**config.mk**
```make
export PLATFORM = sky130hd
export DESIGN_NAME = bpu_update_arbiter_flat
export DESIGN_NICKNAME = d
export VERILOG_FILES = /design/src/rtl/bpu_update_arbiter_if.sv /design/src/rtl/bpu_update_arbiter.sv /design/src/flat_wrapper.sv
export SDC_FILE = /design/constraint.sdc
export NUM_CORES = 1
export LEC_CHECK = 0
export ABC_CLOCK_PERIOD_IN_PS = 3500
export BUFFER_PORTS_ARGS = -buffer_cell sky130_fd_sc_hd__buf_2
export CORE_AREA = 2 2 143 159
export DETAILED_ROUTE_END_ITERATION = 10
export DIE_AREA = 0 0 145 161
export PLACE_DENSITY = 0.74
export SYNTH_ARGS = -nofsm -noshare
export SYNTH_HDL_FRONTEND = slang
export SYNTH_SLANG_ARGS = --single-unit
export TNS_END_PERCENT = 20
```
**constraint.sdc**
```tcl
create_clock -name clk -period 3.5 [get_ports clk]
set_input_delay 0 -clock clk [delete_from_list [all_inputs] [get_ports clk]]
set_output_delay 0 -clock clk [all_outputs]
set_load 0.03 [all_outputs]
```
**src/rtl/bpu_update_arbiter_if.sv**
```systemverilog
// Update channel from EXE, IF lookup request and BHT/BTB write port of the update arbiter.
`default_nettype none

interface bpu_update_arbiter_if #(
  parameter int DEPTH   = 4,
  parameter int INDEX_W = 7,
  parameter int TAG_W   = 23
) ();
  localparam int CNT_W = $clog2(DEPTH) + 1;

  logic               flush;
  logic               upd_valid;
  logic [31:0]        upd_pc;
  logic [1:0]         upd_type;
  logic               upd_taken;
  logic [31:0]        upd_target;
  logic [1:0]         upd_count;
  logic               upd_hit;
  logic               upd_drop;
  logic               if_req;
  logic               if_stall;
  logic               bht_we;
  logic [INDEX_W-1:0] bht_index;
  logic [TAG_W-1:0]   bht_tag;
  logic [31:0]        bht_target;
  logic [1:0]         bht_type;
  logic [1:0]         bht_count;
  logic [CNT_W-1:0]   q_count;

  modport master (
    output flush, upd_valid, upd_pc, upd_type, upd_taken, upd_target, upd_count, upd_hit, if_req,
    input  upd_drop, if_stall, bht_we, bht_index, bht_tag, bht_target, bht_type, bht_count, q_count
  );

  modport slave (
    input  flush, upd_valid, upd_pc, upd_type, upd_taken, upd_target, upd_count, upd_hit, if_req,
    output upd_drop, if_stall, bht_we, bht_index, bht_tag, bht_target, bht_type, bht_count, q_count
  );
endinterface

`default_nettype wire

```
**src/rtl/bpu_update_arbiter.sv**
```systemverilog
//------------------------------------------------------------------------------
// bpu_update_arbiter : queues resolved branches and writes them into the BHT/BTB
//                      port, yielding to IF lookups up to a starvation limit.
// Revision 1.0
//------------------------------------------------------------------------------
`default_nettype none

module bpu_update_arbiter #(
  parameter int DEPTH        = 4,
  parameter int INDEX_W      = 7,
  parameter int TAG_W        = 23,
  parameter int STARVE_LIMIT = 8
) (
  input  wire logic           clk,
  input  wire logic           resetn,
  bpu_update_arbiter_if.slave bus
);

  localparam int PTR_W = $clog2(DEPTH);
  localparam int CNT_W = PTR_W + 1;
  localparam int SW    = $clog2(STARVE_LIMIT + 1);
  localparam logic [1:0] BIS_NONE = 2'd0;

  typedef struct packed {
    logic [INDEX_W-1:0] index;
    logic [TAG_W-1:0]   tag;
    logic [31:0]        target;
    logic [1:0]         btype;
    logic [1:0]         count;
  } entry_t;

  entry_t           mem [DEPTH];
  logic [PTR_W-1:0] wr_ptr;
  logic [PTR_W-1:0] rd_ptr;
  logic [CNT_W-1:0] occ;
  logic [SW-1:0]    starve;

  logic   empty;
  logic   full;
  logic   grant;
  logic   filt;
  logic   enq;
  logic   deq;
  entry_t new_entry;
  entry_t head;

  assign empty = (occ == '0);
  assign full  = (occ == CNT_W'(DEPTH));
  assign grant = !empty && (!bus.if_req || starve == SW'(STARVE_LIMIT));
  assign filt  = bus.upd_valid && (bus.upd_type != BIS_NONE) && (bus.upd_hit || bus.upd_taken);
  // A full queue still accepts when the head leaves in the same cycle.
  assign enq   = filt && (!full || grant) && !bus.flush;
  assign deq   = grant;
  assign head  = mem[rd_ptr];

  always_comb begin
    new_entry        = '0;
    new_entry.index  = bus.upd_pc[INDEX_W+1:2];
    new_entry.tag    = bus.upd_pc[31:INDEX_W+2];
    new_entry.target = bus.upd_target;
    new_entry.btype  = bus.upd_type;
    if (!bus.upd_hit) begin
      new_entry.count = 2'b10;
    end else if (bus.upd_taken) begin
      new_entry.count = (bus.upd_count == 2'b11) ? 2'b11 : bus.upd_count + 2'b01;
    end else begin
      new_entry.count = (bus.upd_count == 2'b00) ? 2'b00 : bus.upd_count - 2'b01;
    end
  end

  always_ff @(posedge clk) begin
    if (!resetn || bus.flush) begin
      wr_ptr <= '0;
      rd_ptr <= '0;
      occ    <= '0;
      starve <= '0;
    end else begin
      if (enq) begin
        mem[wr_ptr] <= new_entry;
        wr_ptr      <= wr_ptr + PTR_W'(1);
      end
      if (deq) begin
        rd_ptr <= rd_ptr + PTR_W'(1);
      end
      occ <= occ + CNT_W'(enq) - CNT_W'(deq);
      if (grant || empty) begin
        starve <= '0;
      end else if (bus.if_req) begin
        starve <= starve + SW'(1);
      end
    end
  end

  assign bus.upd_drop   = filt && full && !grant && !bus.flush;
  assign bus.if_stall   = grant && bus.if_req;
  assign bus.bht_we     = grant;
  assign bus.bht_index  = grant ? head.index  : '0;
  assign bus.bht_tag    = grant ? head.tag    : '0;
  assign bus.bht_target = grant ? head.target : '0;
  assign bus.bht_type   = grant ? head.btype  : '0;
  assign bus.bht_count  = grant ? head.count  : '0;
  assign bus.q_count    = occ;

endmodule

`default_nettype wire

```
**src/flat_wrapper.sv**
```systemverilog
// flat-port wrapper written by rule: the top's interface ports become plain ports
module bpu_update_arbiter_flat 
#(
  parameter int DEPTH        = 4,
  parameter int INDEX_W      = 7,
  parameter int TAG_W        = 23,
  parameter int STARVE_LIMIT = 8
)
  (clk, resetn, bus_flush, bus_upd_valid, bus_upd_pc, bus_upd_type, bus_upd_taken, bus_upd_target, bus_upd_count, bus_upd_hit, bus_if_req, bus_upd_drop, bus_if_stall, bus_bht_we, bus_bht_index, bus_bht_tag, bus_bht_target, bus_bht_type, bus_bht_count, bus_q_count);
  bpu_update_arbiter_if #(.DEPTH(DEPTH), .INDEX_W(INDEX_W), .TAG_W(TAG_W)) bus_i ();
  input  wire logic clk;
  input  wire logic resetn;
  input wire logic [$bits(bus_i.flush)-1:0] bus_flush;
  input wire logic [$bits(bus_i.upd_valid)-1:0] bus_upd_valid;
  input wire logic [$bits(bus_i.upd_pc)-1:0] bus_upd_pc;
  input wire logic [$bits(bus_i.upd_type)-1:0] bus_upd_type;
  input wire logic [$bits(bus_i.upd_taken)-1:0] bus_upd_taken;
  input wire logic [$bits(bus_i.upd_target)-1:0] bus_upd_target;
  input wire logic [$bits(bus_i.upd_count)-1:0] bus_upd_count;
  input wire logic [$bits(bus_i.upd_hit)-1:0] bus_upd_hit;
  input wire logic [$bits(bus_i.if_req)-1:0] bus_if_req;
  output wire logic [$bits(bus_i.upd_drop)-1:0] bus_upd_drop;
  output wire logic [$bits(bus_i.if_stall)-1:0] bus_if_stall;
  output wire logic [$bits(bus_i.bht_we)-1:0] bus_bht_we;
  output wire logic [$bits(bus_i.bht_index)-1:0] bus_bht_index;
  output wire logic [$bits(bus_i.bht_tag)-1:0] bus_bht_tag;
  output wire logic [$bits(bus_i.bht_target)-1:0] bus_bht_target;
  output wire logic [$bits(bus_i.bht_type)-1:0] bus_bht_type;
  output wire logic [$bits(bus_i.bht_count)-1:0] bus_bht_count;
  output wire logic [$bits(bus_i.q_count)-1:0] bus_q_count;
  assign bus_i.flush = bus_flush;
  assign bus_i.upd_valid = bus_upd_valid;
  assign bus_i.upd_pc = bus_upd_pc;
  assign bus_i.upd_type = bus_upd_type;
  assign bus_i.upd_taken = bus_upd_taken;
  assign bus_i.upd_target = bus_upd_target;
  assign bus_i.upd_count = bus_upd_count;
  assign bus_i.upd_hit = bus_upd_hit;
  assign bus_i.if_req = bus_if_req;
  assign bus_upd_drop = bus_i.upd_drop;
  assign bus_if_stall = bus_i.if_stall;
  assign bus_bht_we = bus_i.bht_we;
  assign bus_bht_index = bus_i.bht_index;
  assign bus_bht_tag = bus_i.bht_tag;
  assign bus_bht_target = bus_i.bht_target;
  assign bus_bht_type = bus_i.bht_type;
  assign bus_bht_count = bus_i.bht_count;
  assign bus_q_count = bus_i.q_count;
  bpu_update_arbiter #(.DEPTH(DEPTH), .INDEX_W(INDEX_W), .TAG_W(TAG_W), .STARVE_LIMIT(STARVE_LIMIT)) u_core (.clk(clk), .resetn(resetn), .bus(bus_i));
endmodule
```
Yosys cells after proc, flatten, opt, wreduce, memory -nomap -nowiden
Memory sizes are Yosys's and may differ from the RTL's. A register that Yosys moved wholly into a read port is not among the register bits.
Index checks and enable logic that the tools add are counted.
Word-level totals
  word-level logic and storage cells: 53
  input port bits: 75
  memories kept: 1
  flip-flop bits (word level): 11
  memory bits (writable): 264
Cells by class
  equal/unequal tests: 3
  reduce and logical (&&, ||, !) cells: 24
  muxes and demuxes: 14
  add/sub/neg operators: 7
Memories
  u_core.mem: depth 4, bits a word 66, read ports 1, clocked after Yosys merged registers in 1, write ports 1, line bpu_update_arbiter.sv:32  | entry_t mem [DEPTH];
Operators by type and width (number)
  $mux 32: 1
  $mux 23: 1
  $mux 2: 8
  $logic_and 1x1->1: 9
  $mux 7: 1
  $add 2x1->2 const B: 3
  $logic_not 1->1: 6
  $logic_or 1x1->1: 5
  $add 4x1->4 const B: 1
  $eq 4x4->1 const B: 1
  $add 3x1->3: 1
  $eq 3x3->1 const B: 1
  $logic_not 3->1: 1
  $mux 1: 3
  $sub 3x1->3: 1
  $eq 2x2->1 const B: 1
  $logic_not 2->1: 1
  $reduce_bool 2->1: 1
  $reduce_or 2->1: 1
  $sub 2x1->2 const B: 1

Longest topological paths before layout
Gate-level depths: netlist (run 1).
  depth after elaboration: 9
  depth in mapped cells: 12

Worst setup path before layout (run 1)
OpenSTA, ideal clock, no wires.
  path kind: reg2reg
  start: register u_core.occ[1] (netlist: u_core.bus.q_count[1])
  end: memory u_core.mem[0][0] (netlist bit) (enable)
  path buffers: 0
  stages on the path, launching flop included: 5
  arrival time: 2.663 ns
  data required time: 3.069 ns
  setup slack: 0.406 ns
  clock period less this slack: 3.094 ns
  cell sequence: dfxtp_1 nor2_1 and4_1 nor2_1 and3_1
Between the ends
  longest elaborated chain between the ends: 9
  elaborated cells between the ends (all ways): 11
  classes of those cells: 1 x eq/ne; 3 x mux; 7 x reduce/logical
RTL lines
  start: declaration: line bpu_update_arbiter.sv:35  | logic [CNT_W-1:0] occ;
  start signal: assignment: line bpu_update_arbiter.sv:85  | occ <= occ + CNT_W'(enq) - CNT_W'(deq);
  $logic_not 3->1: line bpu_update_arbiter.sv:47  | assign empty = (occ == '0);
  $logic_not 1->1: line bpu_update_arbiter.sv:49  | assign grant = !empty && (!bus.if_req || starve == SW'(STARVE_LIMIT));
  $logic_and 1x1->1: line bpu_update_arbiter.sv:49
  $logic_or 1x1->1 (*): line bpu_update_arbiter.sv:52  | assign enq = filt && (!full || grant) && !bus.flush;
  $logic_and 1x1->1 (*) (2 in a row): line bpu_update_arbiter.sv:52
  $mux 1 (*): line bpu_update_arbiter.sv:78  | if (enq) begin
  $mux 1 (*): line bpu_update_arbiter.sv:72  | if (!resetn || bus.flush) begin
  $mux 1 (implied by the code) (*): line bpu_update_arbiter.sv:79  | mem[wr_ptr] <= new_entry;
  end: declaration: line bpu_update_arbiter.sv:32
Mark *: on every way between the ends. The rest lies on a longest branch, timed or not.

Final worst setup path (run 1)
  start: register u_core.starve[0]
  end: memory u_core.mem[2][8] (netlist bit) (enable)
Between the ends
  longest elaborated chain between the ends: 9
RTL lines
  start: declaration: line bpu_update_arbiter.sv:36  | logic [SW-1:0] starve;
  start signal: assignment: line bpu_update_arbiter.sv:89  | starve <= starve + SW'(1);
  $eq 4x4->1: line bpu_update_arbiter.sv:49
  $logic_or 1x1->1: line bpu_update_arbiter.sv:49
  $logic_and 1x1->1: line bpu_update_arbiter.sv:49
  $logic_or 1x1->1: line bpu_update_arbiter.sv:52
  $logic_and 1x1->1 (2 in a row): line bpu_update_arbiter.sv:52
  $mux 1: line bpu_update_arbiter.sv:78
  $mux 1: line bpu_update_arbiter.sv:72
  $mux 1 (implied by the code): line bpu_update_arbiter.sv:79
Every way passes these cells.

==> results of run 1 <==
==> logic make-up after synthesis <==
family | synth area share
and+or+nand+nor | 0.05656
adders and majority gates | 0.01218
buffers and inverters | 0.01499
AOI/OAI and AO/OA | 0.006792
xor gates and xnor gates | 0.004099
muxes | 0.1391
DFF | 0.7663
==> sequential cells by signal, indices dropped and copies added, names as in the netlist, named ones only <==
name and flops:
u_core.wr_ptr 2, u_core.starve 4, u_core.bus.q_count 3, u_core.rd_ptr 2, u_core.mem 264
==> critical path, cell delays in order (launching register included) <==
cell	delay, ns
dfxtp_1	0.34
inv_1	0.08
ha_1	0.19
nand3b_4	0.12
and4_1	0.23
nor2_1	0.30
and3_4	0.64
buf_12	0.31
==> stage by stage <==
stage	instance area [um^2]	cells	setup slack (ns)	hold slack, ns
global placement	11800	924	1.037	0.2096
floorplan	10690	499	0.4056	0.09887
CTS	13330	1042	0.9174	0.007010
global route	13330	1042	0.8303	0.05844
finish	13330	1042	0.9680	0.02864
detailed placement	11800	924	0.9561	0.2158
==> area by class of cell <==
class	instances	area, um^2
Clock buffer	30	686.9
Clock inverter	18	147.6
Fill cell	1561	8418
Inverter	9	33.78
Multi-Input combinational cell	192	2365
Sequential cell	277	8195
Tap cell	295	369.1
Timing Repair Buffer	221	1536
==> metal layers <==
| metal | vias to the layer above | wire length [um] |
|---|---|---|
| li1 | 2460 | - |
| met1 | 2749 | 8210 |
| met2 | 143 | 10480 |
| met3 | 43 | 875 |
| met4 | 0 | 532 |
| met5 | - | 0 |
==> worst min-delay path by stage <==
stage | end | slack (ns) | cells after the start
after floorplan | u_core.mem[0][10] | 0.1 | 0
after global placement | u_core.mem[2][36] | 0.21 | 1
after detailed placement | u_core.mem[2][65] | 0.22 | 1
after CTS | u_core.wr_ptr[0] | 0.007 | 5
after global routing | u_core.wr_ptr[0] | 0.06 | 5
final | u_core.wr_ptr[0] | 0.03 | 5
==> synth_stat cells <==
| cell type | number | area [um^2] |
|---|---|---|
| a31o_2 | 1 | 8.760 |
| o21ai_0 | 3 | 15.01 |
| and2_1 | 70 | 437.9 |
| xnor2_1 | 3 | 26.28 |
| o221a_2 | 1 | 11.26 |
| a21oi_2 | 1 | 8.760 |
| buf_6 | 5 | 56.30 |
| edfxtp_1 | 264 | 7928 |
| clkbuf_1 | 8 | 30.03 |
| fa_1 | 1 | 20.02 |
| mux4_2 | 66 | 1486 |
| o221ai_1 | 1 | 8.760 |
| nand4_1 | 2 | 12.51 |
| and4_1 | 2 | 17.52 |
| nor2_1 | 12 | 45.04 |
| a21oi_1 | 4 | 20.02 |
| nor3_1 | 1 | 5.000 |
| nand2b_1 | 1 | 6.260 |
| dfxtp_1 | 13 | 260.3 |
| buf_2 | 8 | 40.04 |
| and3_1 | 4 | 25.02 |
| nand3_1 | 3 | 15.01 |
| ha_1 | 8 | 100.1 |
| xor2_1 | 2 | 17.52 |
| inv_1 | 9 | 33.78 |
| nor2b_1 | 2 | 12.51 |
| nand2_1 | 2 | 7.510 |
| nand3b_4 | 1 | 20.02 |
| maj3_1 | 1 | 10.01 |
==> timing repair <==
item                                   4_1_cts  5_1_grt
endpoints found under the hold margin      275        0
setup buffers                                0        0
hold buffers                                70        0
resized for setup                            0        0
==> power breakdown <==
part	leakage (nW)	switching, W	internal (W)	total [W]
Combinational	1.74	0.000209	0.000167	0.000376
Clock	0.406	0.00116	0.00156	0.00272
Sequential	2.48	0.00000869	0.00364	0.00365
==> impl_metrics.ini, run 1 <==
[run_status]
outcome = completed

[cells_and_area]
mostFrequentLayoutCell = edfxtp_1
fin_util = 0.6130
diodes = 0
nNetsFinal = 811
area_delta_synth_final_pct = 24.79
drive_gt1_frac = 0.3574
layout_common_cells = edfxtp_1 (264), buf_2 (144), and2_1 (70), dlygate4sd3_1 (70), mux4_2 (66)

[critical_path]
crit_start = u_core.starve[0]
rrSetupSlack_ns = 0.97
worstReg2RegEnd = u_core.mem[2][8]
critPathArrivalTime_ns = 2.74
reg2reg_from = u_core.starve[0]
critPathCapture = u_core.mem[2][8]
ff2ff_path_depth = 7
crit_type = reg2reg
critPathLaunchType = flop
critPathCaptureType = flop
critPathMaxFanout = 34
required_ns = 3.71

[synthesis]
synth_warnings = 0
netlist_area_mm2 = 0.01069
ys_ff_latch = 277
syn_inst = 499
ys_types = 29
synth_area_per_cell_um2 = 21.41
syn_nets = 583
synth_seq_area_share = 0.7663

[global_route]
grt_max_degree = 72
grt_usage = 0.1734
grtUsageMet3 = 0.02542
first_global_vias = 5800
antenna_found_initial = 0
overflow = 0
gr-usage-met1 = 0.2219
met2_usage = 0.3063
grt-busiest-layer = met2
grt_pass1_wl_um = 31560

[routing]
drtIter0Drc = 409
drt-vias-per-instance = 5.178
wl_per_cell_um = 19.29
firstDrtPassIters = 4
vias = 5395
routed_wl_um = 20100
drtAntennaViolNets = 0
drcViolationCount = 0

[timing]
tns_ns = 0
post-route-min-period_ns = 2.532
grt_setup_unrepaired = false
slew_headroom = 0.3324
finalHoldViolCount = 0
slew_viol_final = 0
max_freq_mhz = 395.0
setup_viol = 0
timing.final.crit_share = 0.7234
tightest_slew_ns = 1.001
fin_worst_skew_ns = 0.01882

[die]
die_y_um = 161
num_rows = 57
pin_count = 147
dieArea_mm2 = 0.02335
core_mm2 = 0.02175
initial_core_util = 0.4912
die_w_um = 145

[power_and_ir_drop]
finalPower_w = 0.006741
power_leakage_nw = 4.627
peakVddDrop_mv = 0.3769
p_per_area_mw_per_mm2 = 505.6

[place]
port_buffers = 144
hpwl_um = 11400
gp_congestion = 0.7378

[worst_hold_path]
hold_path.class = in2reg
min_from = bus_upd_valid

[clocking]
root_buffer = clkbuf_16
h-tree-depth = 1
cts_buffers = 26
path_clk_slew_ns = 0.07
cts_tree = yes
cts_buffer_depth = 3
cts.sinks = 277
worstSkewPairLatency_ns = 0.52

[job]
maxCapViolCount = 0
Note: power is estimated with default switching activity, not from simulation.
==> inputs of run 2 (changes only) <==
--- a/config.mk
+++ b/config.mk
@@ -5,7 +5,7 @@
 export SDC_FILE = /design/constraint.sdc
 export NUM_CORES = 1
 export LEC_CHECK = 0
-export ABC_CLOCK_PERIOD_IN_PS = 3500
+export ABC_CLOCK_PERIOD_IN_PS = 2440
 export BUFFER_PORTS_ARGS = -buffer_cell sky130_fd_sc_hd__buf_2
 export CORE_AREA = 2 2 143 159
 export DETAILED_ROUTE_END_ITERATION = 10
==> constraint.sdc (replaced) <==
create_clock -name clk -period 2.44 [get_ports clk]
set_input_delay 0 -clock clk [delete_from_list [all_inputs] [get_ports clk]]
set_output_delay 0 -clock clk [all_outputs]
set_load 0.03 [all_outputs]
==> impl_metrics.ini, run 2 (same netlist as run 1, synthesis figures left out) <==
[run_status]
outcome = completed

[place]
place_inst = 931
port_buffers = 144
gp_congestion = 0.7663
hpwl_um = 12420
dp_slack_ns = 0.1734

[cells_and_area]
layout_common_cells = edfxtp_1 (264), buf_2 (144), and2_1 (70), dlygate4sd3_1 (69), mux4_2 (66)
multi_input_area_mm2 = 0.002365
register_area_mm2 = 0.008195
mostFrequentLayoutCell = edfxtp_1
nNetsFinal = 817
fin_cells = 1047
largest_register_ffs = 264
fill_cells = 1533
largest_register = u_core.mem
drive_gt1_frac = 0.3644
diodes = 0
area_delta_synth_final_pct = 26.26

[timing]
slew_viol_final = 0
slew_headroom = 0.6110
max_freq_mhz = 434.4
fin_worst_skew_ns = 0.01628
timing.final.crit_share = 0.9434
tightest_slew_ns = 0.5774
setup_viol = 0
worst_slack_ns = 0.1381
finalHoldViolCount = 0
grt_setup_unrepaired = false
post-route-min-period_ns = 2.302
tns_ns = 0

[global_route]
grt_max_degree = 72
antenna_found_initial = 0
met2_usage = 0.3258
grt_usage = 0.1790
grt_pass1_wl_um = 32620
overflow = 0
first_global_vias = 6064
grt-busiest-layer = met2
gr-usage-met1 = 0.2261
grtUsageMet3 = 0.02797

[power_and_ir_drop]
peakVddDrop_mv = 0.6325
p_per_area_mw_per_mm2 = 734.8
power_leakage_nw = 4.710
seq_power_share = 0.528
combPwrFrac = 0.055
sw_frac_of_total = 0.1936
power.internal_w = 0.007994
clkPwrFrac = 0.417
power_switching_w = 0.001919
finalPower_w = 0.009913

[die]
dieArea_mm2 = 0.02335
die_w_um = 145
pin_count = 147
core_mm2 = 0.02175
initial_core_util = 0.4912
die_y_um = 161
num_rows = 57

[routing]
firstDrtPassIters = 4
routed_wl_um = 20640
drcViolationCount = 0
drtIter0Drc = 273
wl_per_cell_um = 19.71
drtAntennaViolNets = 0
drt-vias-per-instance = 5.223
vias = 5468

[critical_path]
worstReg2RegEnd = u_core.bus.q_count[2]
critPathLaunchType = flop
critPathMaxFanout = 5
required_ns = 2.84
critPathArrivalTime_ns = 2.70
critPathCaptureType = flop
reg2reg_from = u_core.starve[0]
rrSetupSlack_ns = 0.14
ff2ff_path_depth = 11
crit_type = reg2reg

[clocking]
worstSkewPairLatency_ns = 0.51
cts_tree = yes
cts.sinks = 277
path_clk_slew_ns = 0.06
root_buffer = clkbuf_16
h-tree-depth = 1
cts_buffer_depth = 3
cts_buffers = 26

[worst_hold_path]
whs_path_depth = 5
min_to = u_core.wr_ptr[1]
min_from = bus_upd_valid
hold_path.class = in2reg

[job]
maxCapViolCount = 0
==> run 2: changes by cell type in the layout (fill, tap and decap cells not counted), sizes merged <==
cell         delta
buf             +7
bufinv          +3
clkbuf          -1
clkinv          +1
clkinvlp        -3
dlygate4sd3     -1
inv             -1
==> run 2: per-layer routing <==
layer	part of all wire	up-vias
met5	0	-
met4	0.020	0
met3	0.047	33
met2	0.53	160
met1	0.40	2805
li1	-	2470
==> run 2: how the worst max path moves through the flow <==
stage | start | endpoint | slack, ns | cells past startpoint
floorplan | u_core.bus.q_count[1] | u_core.mem[1][0] | -0.65 | 4
global placement | u_core.starve[0] | u_core.bus.q_count[2] | 0.26 | 11
detailed placement | u_core.starve[0] | u_core.bus.q_count[2] | 0.17 | 10
CTS | u_core.starve[0] | bus_bht_target[14] | 0.04 | 7
global route | u_core.starve[0] | u_core.bus.q_count[2] | 0.0004 | 10
finish | u_core.starve[0] | u_core.bus.q_count[2] | 0.14 | 11
==> run 2: timing repair <==
| item | 4_1_cts | 5_1_grt |
|---|---|---|
| buffers inserted | 0 | 0 |
| gates resized for setup | 1 | 2 |
| endpoints found under the setup margin | 67 | 26 |
| hold buffers | 69 | 0 |
| endpoints found under the hold margin | 272 | 0 |
==> run 2: critical path, cell delays in order (launching register included) <==
cell and delay (ns):
dfxtp_1 0.40, inv_1 0.08, ha_1 0.22, nand3b_4 0.12, a21oi_4 0.08, ha_1 0.29
inv_1 0.04, ha_1 0.18, fa_1 0.38, xnor2_1 0.18, xnor2_1 0.16, nor2_1 0.06
==> run 2: metrics by stage <==
stage,hold slack [ns],utilization,instance area [um^2]
CTS,0.005761,0.6201,13490
finish,0.02702,0.6202,13490
detailed placement,0.2177,0.5471,11900
global route,0.05294,0.6202,13490
global placement,0.2117,0.5471,11900
floorplan,0.09887,-,10690
==> run 2: area by class of cell <==
type | instances | share of cell area
sequential | 277 | 0.6074
multi-input combinational | 192 | 0.1753
timing repair buffer | 227 | 0.1213
clock buffer | 29 | 0.05064
tap | 295 | 0.02736
clock inverter | 18 | 0.01549
inverter | 9 | 0.002504
==> run 2: power by group through the flow <==
stage / Combinational [W] / Clock (W) / Sequential, W
2_1_floorplan: 0.000254 / 0 / 0.00534
3_3_place_gp: 0.000438 / 0 / 0.00533
3_5_place_dp: 0.000456 / 0 / 0.00534
4_1_cts: 0.000549 / 0.00423 / 0.00523
5_1_grt: 0.000586 / 0.00441 / 0.00523
6_report: 0.000545 / 0.00413 / 0.00524
